## config.mk

```make
export PLATFORM = sky130hd
export DESIGN_NAME = sm4_encryptor_host
export DESIGN_NICKNAME = d
export VERILOG_FILES = /design/src/rtl/sm4_encryptor_host.sv
export SDC_FILE = /design/constraint.sdc
export NUM_CORES = 1
export LEC_CHECK = 0
export CORE_AREA = 2 2 278 280
export DETAILED_ROUTE_END_ITERATION = 12
export DIE_AREA = 0 0 280 282
export GPL_TIMING_DRIVEN = 0
export PLACE_DENSITY_LB_ADDON = 0.08
export SLEW_MARGIN = 20
export SYNTH_ARGS = -nofsm -noshare
export SYNTH_HDL_FRONTEND = slang
export SYNTH_SLANG_ARGS = --single-unit
```

## constraint.sdc

```tcl
create_clock -name clk_i -period 2 [get_ports clk_i]
set_input_delay 0.6 -clock clk_i [delete_from_list [all_inputs] [get_ports clk_i]]
set_output_delay 0.6 -clock clk_i [all_outputs]
set_load 0.02 [all_outputs]
```

## src/rtl/sm4_encryptor_host.sv

```systemverilog
// rtl/sm4_encryptor_host.sv - SM4 host word adapter: gathers 4 words, issues one block, drains 4 words.
// Optional CBC chaining is enabled by defining SM4_HOST_CBC_EN; the default build is ECB.
module sm4_encryptor_host #(
  parameter int BYTE_SWAP = 0
) (
  input  logic         clk_i,
  input  logic         reset_i,
  input  logic [31:0]  word_i,
  input  logic         word_v_i,
  output logic         word_ready_o,
  input  logic         mode_i,
  input  logic [127:0] key_i,
  input  logic         key_load_i,
  input  logic [127:0] iv_i,
  input  logic         iv_load_i,
  output logic [127:0] content_o,
  output logic [127:0] key_o,
  output logic         encode_or_decode_o,
  output logic         v_o,
  input  logic         ready_i,
  input  logic [127:0] crypt_i,
  input  logic         v_i,
  output logic         yumi_o,
  output logic         invalid_cache_o,
  output logic [31:0]  word_o,
  output logic         word_v_o,
  input  logic         word_yumi_i
);

  typedef enum logic [1:0] {
    S_GATHER = 2'd0,
    S_ISSUE  = 2'd1,
    S_WAIT   = 2'd2,
    S_DRAIN  = 2'd3
  } state_t;

  state_t        state;
  state_t        state_nxt;
  logic [1:0]    cnt;
  logic [127:0]  blk_q;
  logic [127:0]  res_q;
  logic [127:0]  key_q;
  logic          mode_q;
  logic          inv_q;
  logic          word_fire;
  logic          out_fire;
  logic          load_ok;
  logic [127:0]  result_in;

  function automatic logic [31:0] swap32(input logic [31:0] w);
    swap32 = (BYTE_SWAP != 0) ? {w[7:0], w[15:8], w[23:16], w[31:24]} : w;
  endfunction

  assign word_fire = word_v_i & word_ready_o;
  assign out_fire  = word_v_o & word_yumi_i;
  // Key/IV loads only land between blocks, before the first word is taken.
  assign load_ok   = (state == S_GATHER) && (cnt == 2'd0);

  always_ff @(posedge clk_i or negedge reset_i) begin
    if (!reset_i) begin
      state <= S_GATHER;
    end else begin
      state <= state_nxt;
    end
  end

  always_comb begin
    state_nxt = state;
    case (state)
      S_GATHER: if (word_fire && (cnt == 2'd3)) state_nxt = S_ISSUE;
      S_ISSUE:  if (ready_i) state_nxt = S_WAIT;
      S_WAIT:   if (v_i) state_nxt = S_DRAIN;
      S_DRAIN:  if (word_yumi_i && (cnt == 2'd3)) state_nxt = S_GATHER;
      default:  state_nxt = S_GATHER;
    endcase
  end

  always_comb begin
    word_ready_o = 1'b0;
    v_o          = 1'b0;
    word_v_o     = 1'b0;
    yumi_o       = 1'b0;
    case (state)
      S_GATHER: word_ready_o = 1'b1;
      S_ISSUE:  v_o = 1'b1;
      S_WAIT:   yumi_o = v_i;
      S_DRAIN:  word_v_o = 1'b1;
      default:  word_ready_o = 1'b0;
    endcase
  end

  always_ff @(posedge clk_i or negedge reset_i) begin
    if (!reset_i) begin
      cnt    <= 2'd0;
      blk_q  <= '0;
      res_q  <= '0;
      key_q  <= '0;
      mode_q <= 1'b0;
      inv_q  <= 1'b0;
    end else begin
      inv_q <= load_ok & key_load_i;
      if (load_ok && key_load_i) begin
        key_q <= key_i;
      end
      if (word_fire || out_fire) begin
        cnt <= cnt + 2'd1;
      end
      if (word_fire) begin
        blk_q <= {blk_q[95:0], swap32(word_i)};
        if (cnt == 2'd0) begin
          mode_q <= mode_i;
        end
      end
      if (yumi_o) begin
        res_q <= result_in;
      end else if (out_fire) begin
        res_q <= {res_q[95:0], 32'h0};
      end
    end
  end

`ifdef SM4_HOST_CBC_EN
  logic [127:0] cr_q;

  always_ff @(posedge clk_i or negedge reset_i) begin
    if (!reset_i) begin
      cr_q <= '0;
    end else if (load_ok && iv_load_i) begin
      cr_q <= iv_i;
    end else if (yumi_o) begin
      // Encrypt chains on the ciphertext produced; decrypt chains on the ciphertext consumed.
      cr_q <= mode_q ? crypt_i : blk_q;
    end
  end

  assign content_o = mode_q ? (blk_q ^ cr_q) : blk_q;
  assign result_in = mode_q ? crypt_i : (crypt_i ^ cr_q);
`else
  logic unused_iv;

  assign unused_iv = ^{iv_i, iv_load_i};
  assign content_o = blk_q;
  assign result_in = crypt_i;
`endif

  assign key_o              = key_q;
  assign encode_or_decode_o = mode_q;
  assign invalid_cache_o    = inv_q;
  assign word_o             = swap32(res_q[127:96]);

endmodule

```

==> summary.md <==
| Metric | Value |
|---|---|
| Status | `finished, violations left` |
| Failing checks | `setup timing` |
| Tightest Hold Check Type | `input port to async pin` |
| Fmax achieved | `between 400 and 500 MHz` |
| Endpoints failing setup | `4` |
| Num CTS Buffers | `49` |
| # H-tree levels | `2` |
| Post-Synthesis Cells | `around 1100` |
| Footprint of the multi-input gates | `around 0.0052 mm^2` |
| Clock sinks | `390` |
| Ys async rst share | `100.0%` |
| Initial DRT Pass Iterations | `4` |
| Worst relative slew slack | `a little over half` |
| Average vias per placed instance | `4.095` |
| Final net count | `2176` |
| Post-DRT Antenna Nets | `0` |
| Vias in the first global route | `12510` |
| Switching share of power | `38.12%` |
| Commonest cells in the netlist | `dfrtp_1, mux2_2, nand2_1` |
| Routed wire per std cell | `between 20 and 25 um` |
| Final WS setup | `-0.1874 ns` |
| Placement Rows | `approximately 100` |
| Number of synthesized flops with an enable pin | `0` |
| WS Path Type | `register to output pin` |
| CORE AREA | `around 0.076 mm^2` |
| Post-synthesis sequential area ratio | `62.62%` |
| Crit path largest cell delay | `between 0.3 and 0.4 ns` |
| CTS tree | `built` |
| Crit path from | `state[0]` |
| # DRC | `0` |
| Top FF cell, synth | `dfrtp_1` |
| Critical Path RT | `1.40 ns` |
| Post-Syn Nets | `1523` |
| Maximum vdd drop | `0.7163 mV` |
| Worst Skew | `0.01641 ns` |
| CP arrival | `about 1.6 ns` |
| Total die area | `0.07896 mm^2` |
| Clock transition at the registers of the reported paths | `0.06 ns` |
| Internal | `25.25 mW` |
| GP Congestion | `0.7824` |
| GRT overflow | `0` |
| Placed Area | `0.02282 mm^2` |
| Unique masters post-synth | `23` |
| Seq cells post-synth | `390` |
| Starting Density | `around 21%` |
| Part of the power in registers | `34.7%` |
| Die W | `around 280 um` |
| Minimum clock period | `2.187 ns` |
| Area delta synth->final | `56.40%` |
| Clock power share | `21.4%` |
| Largest cells by area after synthesis | `dfrtp_1, mux2_2, mux2i_1` |
| Critical path launch point type | `register` |
| Register area | `~0.0098 mm^2` |
| Switch Pwr | `about 16 mW` |
| Pins Over Slew Limit | `0` |
| CTS Buffer Depth | `3` |
| Share of the synthesized area in the top cell type | `62.62%` |
| Wire length of the first global-routing pass | `90.85 mm` |
| Leak | `11.23 nW` |
| Slowest CP cell | `dfrtp_1` |
| Port bufs | `589` |
| Syn avg cell area | `14.27 um^2` |
| Layout cell share with drive strength beyond 1 | `28.56%` |
| GRT Overall Usage | `roughly 16%` |
| Pwr Total | `40.80 mW` |
| Max FO, Critical Path | `3` |
| Hold Slack | `about 0.033 ns` |
| Via count | `around 11000` |
| Fin crit share | `109.4%` |
| Fill cell count | `7673` |
| Post-place setup slack | `-1.293 ns` |
| PwrDens | `1674 mW/mm^2` |
| Synth Warn # | `0` |
| IO Pins | `719` |
| Area leader, netlist | `dfrtp_1` |
| Worst r2r src | `state[0]` |
| Design Area, Final | `0.02437 mm^2` |
| Crit-path cells | `inv_2 -> ha_4 -> and2_4 -> buf_12 -> buf_8` |
| # Max-Cap Violations | `0` |
| Reg-to-Reg End | `key_o[56]` |
| Actual slew at the worst max-slew pin | `0.7136 ns` |
| CP endpoint kind | `output pin` |
| Most numerous cell in the Yosys netlist | `dfrtp_1` |
| CP endpoint | `yumi_o` |
| Reg2Reg Setup Slack | `0.10 ns` |
| Initial antenna violation count | `22` |
| Logic pwr share | `a little over two fifths` |
| Mapped cell area | `0.01558 mm^2` |
| Worst-Skew Late Latency | `0.58 ns` |
| Aggregate routed wire length | `approximately 63 mm` |
| CTS root buf | `clkbuf_16` |
| Post-DP HPWL | `49.19 mm` |
| Die height | `between 200 and 300 um` |
| Drt first-iter violations | `298` |
| Setup_tns | `-0.5350 ns` |
| Pin count of the biggest net entering global routing | `84` |
| Fin. Hold Viols | `0` |
| R2R depth | `7` |
| RSZ-0062 raised after global routing | `true` |
power by group through the flow:
| stage | registers (mW) | clock network, mW | logic [mW] |
|---|---|---|---|
| detailed placement | 14.4 | 0 | 19.7 |
| global placement | 14.3 | 0 | 19.6 |
| CTS | 14.2 | 9.13 | 18.2 |
| floorplan | 17.1 | 0 | 6.83 |
| finish | 14.2 | 8.73 | 17.9 |
| global route | 14.8 | 9.40 | 19.3 |
final cells by class:
cell class | count | share of cell area (%)
Antenna cell | 6 | 0.06160
Buffer | 95 | 3.039
Clock buffer | 83 | 6.298
Clock inverter | 5 | 0.1489
Inverter | 4 | 0.06160
Multi-Input combinational cell | 600 | 21.51
Sequential cell | 390 | 40.04
Tap cell | 978 | 5.020
Timing Repair Buffer | 605 | 23.82
sequential cells by signal (all words and copies together) (netlist names):
signal	cells
cnt	2
content_o	128
encode_or_decode_o	1
invalid_cache_o	1
key_o	128
res_q	128
state	2
what timing repair did:
item	in CTS	in global routing
buffers inserted	7	6
hold buffers	0	0
pin swaps	2	1
resized for setup	517	69
setup endpoints to repair	591	238
critical path: cells and delay by family (launching register included):
family        cells  cell delay (ns)
flops             1             0.38
simple gates      1             0.14
fa+ha+maj         1             0.16
buf+inv           3             0.32
layer usage:
metal  share of wire (%)  wire length [um]  GRT usage [%]
met5                0.40               253         0.2442
met4                 1.9              1227          4.072
met3                  12              7729          8.842
met2                  46             29110          25.20
met1                  39             24880          18.31
placed cells by master (no fill, tap or decap), types with 6 or more instances in the layout:
cell	n
mux2_1	11
buf_4	62
clkdlybuf4s15_2	43
clkdlybuf4s15_1	36
o21ai_0	49
dfrtp_1	390
a22o_1	32
clkbuf_8	16
mux2i_1	96
mux2_2	248
clkbuf_1	24
diode_2	6
buf_2	31
clkbuf_2	12
o21ai_1	47
clkdlybuf4s50_1	294
dlygate4sd2_1	183
nand2_1	98
clkbuf_16	50
buf_6	23
logic make-up (layout without fill, tap and decap cells):
logic type,count (synthesis),count (layout),share of synthesized area (%)
compound gates,133,133,5.251
other cells,0,6,0
simple gates,105,105,2.617
flops,390,390,62.62
mux,355,355,24.88
xor+xnor,1,1,0.05621
buf+inv,102,792,4.094
fa+ha+maj,6,6,0.4817
through the flow:
stage / instances / utilization (%)
after floorplan: 1092 / -
after global placement: 2659 / 29.99
after detailed placement: 2663 / 30.15
after CTS: 2758 / 32.17
after global routing: 2762 / 32.19
final: 2766 / 32.20
how the worst min path moves through the flow:
stage,from,endpoint,slack [ns]
after floorplan,reset_i,cnt[0],0.30
after global placement,key_o[121],key_o[121],0.47
after detailed placement,key_o[126],key_o[126],0.48
after CTS,reset_i,res_q[96],0.04
after global routing,reset_i,res_q[96],0.06
final,reset_i,res_q[96],0.03
Note: power is estimated with default switching activity, not from simulation.
